[config.mk]
export PLATFORM = sky130hd
export DESIGN_NAME = shift_memory_sync
export DESIGN_NICKNAME = d
export VERILOG_FILES = /design/src/rtl/shift_memory_sync.sv
export SDC_FILE = /design/constraint.sdc
export NUM_CORES = 1
export LEC_CHECK = 0
export BUFFER_PORTS_ARGS = -buffer_cell sky130_fd_sc_hd__buf_2
export CAP_MARGIN = 40
export CORE_MARGIN = 2
export CORE_UTILIZATION = 49
export CTS_CLUSTER_SIZE = 24
export DETAILED_ROUTE_END_ITERATION = 8
export HOLD_SLACK_MARGIN = 0.12
export PLACE_DENSITY_LB_ADDON = 0.25
export SLEW_MARGIN = 10
export SYNTH_ARGS = -nofsm -noshare
export SYNTH_HDL_FRONTEND = slang
export SYNTH_SLANG_ARGS = --single-unit
export TNS_END_PERCENT = 1
[constraint.sdc]
create_clock -name CLK -period 4.05 [get_ports CLK]
set_input_delay 1.0125 -clock CLK [delete_from_list [all_inputs] [get_ports CLK]]
set_output_delay 1.0125 -clock CLK [all_outputs]
set_load 0.05 [all_outputs]
[src/rtl/shift_memory_sync.sv]
// Word register file with write, read and a multi-cycle shift/rotate of one word in place.
// Latency: read 1 cycle, shift SA cycles (one bit-position per clock); optional `MEM_CLR_EN adds a 2**Addr_width-cycle CLEAR.
// Backpressure: BUSY high while a shift/clear runs; any command then, or an illegal combination, is dropped with a 1-cycle ERR.
module shift_memory_sync #(
    parameter int Addr_width  = 3,
    parameter int Data_width  = 8,
    parameter int Shift_width = 3
) (
    input  logic                  CLK,
    input  logic                  RST_N,
    input  logic                  CS,
    input  logic                  PW,
    input  logic                  PR,
    input  logic                  PS,
    input  logic                  SD,
    input  logic                  SV,
    input  logic                  ROT,
    input  logic [Shift_width-1:0] SA,
    input  logic [Addr_width-1:0] ADDR,
    input  logic [Data_width-1:0] DIN,
    output logic [Data_width-1:0] DOUT,
    output logic                  VALID,
    output logic                  BUSY,
    output logic                  ERR
);

    localparam int Depth = 1 << Addr_width;

`ifdef MEM_CLR_EN
    typedef enum logic [1:0] {IDLE = 2'd0, SHIFT = 2'd1, CLEAR = 2'd2} state_t;
`else
    typedef enum logic [1:0] {IDLE = 2'd0, SHIFT = 2'd1} state_t;
`endif

    state_t                state, state_nxt;
    logic [Data_width-1:0] mem [0:Depth-1];
    logic [Shift_width-1:0] cnt;
    logic [Addr_width-1:0] sh_addr;
    logic                  sh_dir, sh_fill, sh_rot;
    logic [Data_width-1:0] sh_word;

    logic cmd_any, cmd_multi, cmd_err;
    logic wr_acc, rd_acc, ps_acc, ps_go, ps_now, sh_last;
`ifdef MEM_CLR_EN
    logic [Addr_width-1:0] clr_addr;
    logic                  clr_cmd, clr_acc, clr_last;
`endif

    function automatic logic [Data_width-1:0] shift1(input logic [Data_width-1:0] w,
                                                     input logic dir, input logic fill_v,
                                                     input logic rot);
        logic f;
        f = fill_v;
        if (dir) begin
            if (rot) f = w[Data_width-1];
            return {w[Data_width-2:0], f};
        end else begin
            if (rot) f = w[0];
            return {f, w[Data_width-1:1]};
        end
    endfunction

    // Command decode; PW+PS is only legal when the clear feature is built in
    always_comb begin
        cmd_any   = CS & (PW | PR | PS);
        cmd_multi = (PW & PR) | (PW & PS) | (PR & PS);
`ifdef MEM_CLR_EN
        clr_cmd   = CS & PW & PS & ~PR;
        cmd_err   = cmd_any & (BUSY | (cmd_multi & ~clr_cmd));
        clr_acc   = clr_cmd & ~BUSY;
        clr_last  = (clr_addr == Addr_width'(Depth - 1));
`else
        cmd_err   = cmd_any & (BUSY | cmd_multi);
`endif
        wr_acc  = cmd_any & ~cmd_err & ~cmd_multi & PW;
        rd_acc  = cmd_any & ~cmd_err & ~cmd_multi & PR;
        ps_acc  = cmd_any & ~cmd_err & ~cmd_multi & PS;
        ps_go   = ps_acc & (SA != '0);
        ps_now  = ps_acc & (SA == '0);
        sh_last = (state == SHIFT) && (cnt == Shift_width'(1));
        sh_word = shift1(mem[sh_addr], sh_dir, sh_fill, sh_rot);
    end

    always_ff @(posedge CLK or negedge RST_N) begin
        if (!RST_N) state <= IDLE;
        else        state <= state_nxt;
    end

    always_comb begin
        state_nxt = state;
        case (state)
            IDLE: begin
                if (ps_go) state_nxt = SHIFT;
`ifdef MEM_CLR_EN
                if (clr_acc) state_nxt = CLEAR;
`endif
            end
            SHIFT: if (sh_last) state_nxt = IDLE;
`ifdef MEM_CLR_EN
            CLEAR: if (clr_last) state_nxt = IDLE;
`endif
            default: state_nxt = IDLE;
        endcase
    end

    always_comb begin
        BUSY = (state != IDLE);
    end

    // Storage: writes, in-place shift steps and clear sweep never coincide
    always_ff @(posedge CLK or negedge RST_N) begin
        if (!RST_N) begin
            for (int i = 0; i < Depth; i++) mem[i] <= '0;
        end else begin
            if (wr_acc) mem[ADDR] <= DIN;
            if (state == SHIFT) mem[sh_addr] <= sh_word;
`ifdef MEM_CLR_EN
            if (state == CLEAR) mem[clr_addr] <= '0;
`endif
        end
    end

    always_ff @(posedge CLK or negedge RST_N) begin
        if (!RST_N) begin
            DOUT    <= '0;
            VALID   <= 1'b0;
            ERR     <= 1'b0;
            cnt     <= '0;
            sh_addr <= '0;
            sh_dir  <= 1'b0;
            sh_fill <= 1'b0;
            sh_rot  <= 1'b0;
`ifdef MEM_CLR_EN
            clr_addr <= '0;
`endif
        end else begin
            VALID <= 1'b0;
            ERR   <= cmd_err;
            if (rd_acc || ps_now) begin
                DOUT  <= mem[ADDR];
                VALID <= 1'b1;
            end
            if (ps_go) begin
                cnt     <= SA;
                sh_addr <= ADDR;
                sh_dir  <= SD;
                sh_fill <= SV;
                sh_rot  <= ROT;
            end
            if (state == SHIFT) begin
                cnt <= cnt - Shift_width'(1);
                if (sh_last) begin
                    DOUT  <= sh_word;
                    VALID <= 1'b1;
                end
            end
`ifdef MEM_CLR_EN
            if (clr_acc) clr_addr <= '0;
            if (state == CLEAR) begin
                clr_addr <= clr_addr + Addr_width'(1);
                if (clr_last) VALID <= 1'b1;
            end
`endif
        end
    end

endmodule

==> qor.tcl <==
set qor(final_min_period_over_clock_period) 0.662
set qor(worstPathRequired_ns) 4.28
set qor(synth_area_leaders) {sky130_fd_sc_hd__dfrtp_1, sky130_fd_sc_hd__mux2_2, sky130_fd_sc_hd__mux2i_1}
set qor(hp-class) {flip-flop to flip-flop}
set qor(critPathMaxStageDelay_ns) 0.67
set qor(area_growth_pct) 9.87
set qor(maxSlewHeadroom) 0.452
set qor(setup_total_negative_slack_ns) 0
set qor(grt_pass1_wl_mm) 23.8
set qor(cts_buffers) 9
set qor(layout.cells.non_filler) 661
set qor(final.setup_skew_ns) 0.0125
set qor(drt_iter0_drc) 455
set qor(floorplan.io_pins) 34
set qor(syn_nets) 519
set qor(post_cts_hold_buffer_count) 0
set qor(final_layout_size_suffix_gt1_frac) 0.284
set qor(finish.net_count) 546
set qor(final_hold_viol_count) 0
set qor(dr_wl_met3_mm) 1.18
set qor(worst_setup_path_end_kind) {flip-flop}
set qor(max-vdd-ir-drop_v) 0.000367
set qor(period_needed_ns) 2.68
set qor(wl_per_cell_um) 22.8
set qor(grt_use_total) 0.276
set qor(number_of_flops_mapped_to_enable_cells_by_yosys) 0
set qor(route.met2.wl_mm) 7.06
set qor(synthesis.area_per_instance_um2) 10.7
set qor(final_wirelength_mm) 15.0
set qor(cts.sinks) 84
set qor(core_um2) 10400
set qor(number_of_antenna_violations_at_the_first_check_in_global_routing) 0
set qor(setup_viol) 0
set qor(remaining_drc_errors) 0
set qor(netlist_area_um2) 5290
set qor(grt_start_max_net_pins) 53
set qor(hpwl_mm) 10.3
set qor(synth_cell_type_count) 58
set qor(cp_data_arrival_time_ns) 2.91
set qor(via_per_inst) 6.37
set qor(detail_route.wirelength.met1_mm) 6.39
set qor(startpoint_type) {input port}
set qor(yosys.area.top_type) {sky130_fd_sc_hd__dfrtp_1}
set qor(worst_setup_hold_path_clk_slew_ns) 0.09
set qor(postCtsSetupRepairBufs) 0
set qor(fmax_mhz) 373
set qor(rsz0062_at_grt) {no}
set qor(power_density_nw_per_um2) 814
set qor(row_count) 37
set qor(overflow) 0
set qor(grt_pass1_vias) 4220
set qor(number_of_antenna_diodes) 0
set qor(drv_cap) 0
set qor(place_congestion) 0.927
set qor(worstPathCellList) {buf_2 -> nand4b_1 -> mux2_2 -> nand2_1 -> o21ai_0}
set qor(initial_utilization) 0.508
set qor(slew_viol_final) 0
set qor(placed_cells_incl_taps) 646
set qor(synth.most_common_cell) {sky130_fd_sc_hd__dfrtp_1}
set qor(design.die.area_um2) 11600
set qor(root_buffer_master) {sky130_fd_sc_hd__clkbuf_8}
set qor(cts_repair_resize_count) 0
set qor(via_count) 4211
set qor(async_reset_ff_frac) 1.00
set qor(timing.reg2reg.setup_slack_ns) 1.40
set qor(cts_tree) {built}
set qor(number_of_warnings_issued_by_yosys) 0
set qor(clk_latency_ns) 0.37
set qor(top_layer) {met4}
set qor(leakage_nw) 2.48
set qor(die_h_um) 108
set qor(worst_hold_slack_ns) 0.488
set qor(outcome) {finished clean}
set qor(critPathMaxFanout) 29
set qor(yosysTopAreaCellShare) 0.398
set qor(clock_tree.buffer_depth) 2
set qor(cp_slowest_cell) {sky130_fd_sc_hd__nand4b_1}
set qor(port_buffers) 33
set qor(die_w_um) 108
set qor(crit_type) {input port to flip-flop}
set qor(flip_flop_and_latch_count_after_synthesis) 84
set qor(cts_htree_levels) 3
set qor(tightest_pin_transition_ns) 0.821
set qor(prevailing_post_synth_register_cell) {sky130_fd_sc_hd__dfrtp_1}
set qor(drt.antenna.violating_nets) 0
set qor(synth_seq_area_share) 0.398
set qor(synth.cells.most_frequent) {sky130_fd_sc_hd__dfrtp_1, sky130_fd_sc_hd__mux2i_1, sky130_fd_sc_hd__mux2_2, sky130_fd_sc_hd__a21oi_1, sky130_fd_sc_hd__nand2_1}
set qor(synthCells) 494
set qor(drt_pre_antenna_iters) 5
[path summary, 6_finish.rpt]
| check | from | end | cells past startpoint |
|---|---|---|---|
| worst max-delay path | ADDR[1] | mem[8]$_DFF_PN0_ | 5 |
| worst min-delay path | cnt[1]$_DFFE_PN0P_ | cnt[1]$_DFFE_PN0P_ | 1 |
| worst max register to register | sh_addr[0]$_DFFE_PN0P_ | mem[9]$_DFF_PN0_ | 6 |
| worst min register to register | cnt[1]$_DFFE_PN0P_ | cnt[1]$_DFFE_PN0P_ | 1 |
| max in group asynchronous | RST_N | cnt[1]$_DFFE_PN0P_ | 3 |
| min in group asynchronous | RST_N | mem[32]$_DFF_PN0_ | 1 |
[layer usage]
layer	up-vias	track usage
li1	1892	-
met1	2096	0.378
met2	189	0.434
met3	34	0.0466
met4	0	0.111
met5	-	0
[critical path, delay by kind of cell]
kind,cells,cell delay (ns)
buffers and inverters,1,0.54
muxes,1,0.50
AOI/OAI and AO/OA,1,0.10
and+or+nand+nor,2,0.73
[report_power, final]
part	internal, mW	switching (mW)	leakage, nW
logic	1.03	1.35	1.42
registers	1.25	0.438	0.957
clock network	0.342	0.317	0.102
[layout by cell type, fill, tap and decap left out, types with 2 or more instances in the layout]
cell,count
sky130_fd_sc_hd__o31ai_1,2
sky130_fd_sc_hd__nand4b_1,2
sky130_fd_sc_hd__mux2i_1,65
sky130_fd_sc_hd__o31ai_2,2
sky130_fd_sc_hd__nor3_1,4
sky130_fd_sc_hd__a211oi_1,5
sky130_fd_sc_hd__buf_2,32
sky130_fd_sc_hd__nor2b_1,6
sky130_fd_sc_hd__a2111oi_2,2
sky130_fd_sc_hd__nand2b_1,6
sky130_fd_sc_hd__o21ai_0,33
sky130_fd_sc_hd__mux4_2,10
sky130_fd_sc_hd__nor3b_1,3
sky130_fd_sc_hd__nand3_1,9
sky130_fd_sc_hd__inv_1,4
sky130_fd_sc_hd__bufinv_16,2
sky130_fd_sc_hd__a21oi_1,37
sky130_fd_sc_hd__a22o_1,2
sky130_fd_sc_hd__ha_1,2
sky130_fd_sc_hd__nor4_1,2
sky130_fd_sc_hd__o22ai_1,14
sky130_fd_sc_hd__nor2_1,30
sky130_fd_sc_hd__buf_8,2
sky130_fd_sc_hd__a21o_1,3
sky130_fd_sc_hd__o21ai_1,4
sky130_fd_sc_hd__nand2_1,36
sky130_fd_sc_hd__mux4_1,3
sky130_fd_sc_hd__mux2_2,60
sky130_fd_sc_hd__dfrtp_1,84
sky130_fd_sc_hd__or2_2,4
sky130_fd_sc_hd__clkbuf_8,9
sky130_fd_sc_hd__buf_4,12
sky130_fd_sc_hd__a22oi_1,4
sky130_fd_sc_hd__clkinv_2,2
[cell type report]
type	instances	area (um2)
clock buffers	10	128
well taps	136	170
inverters	4	15.0
fillers	917	4610
clock inverters	5	77.6
multi-input cells	375	3010
flip-flops and latches	84	2100
repair buffers	47	308
[metrics by stage]
stage	worst slack [ns]	util	total power, mW	instance area [um2]
global placement	1.06	0.531	3.94	5530
global route	1.19	0.558	5.02	5810
floorplan	1.62	-	3.38	5290
finish	1.37	0.558	4.73	5810
CTS	1.41	0.558	4.70	5810
detailed placement	1.02	0.538	4.03	5600
[sequential cells by signal, summed over array words and instances (netlist names)]
name and cells:
mem 64, ERR 1, cnt 3, sh_dir 1, sh_addr 3, sh_fill 1
state 1, VALID 1, sh_rot 1, DOUT 8
[kinds of logic (layout without fill, tap and decap cells)]
logic type | count (synthesis) | in the layout | share of synthesized area
mux | 139 | 139 | 0.311
compound gates | 118 | 118 | 0.139
simple gates | 114 | 114 | 0.110
flops | 84 | 84 | 0.398
buf+inv | 35 | 66 | 0.0334
fa+ha+maj | 3 | 3 | 0.00662
xor+xnor | 1 | 1 | 0.00166
Note: power is estimated with default switching activity, not from simulation.
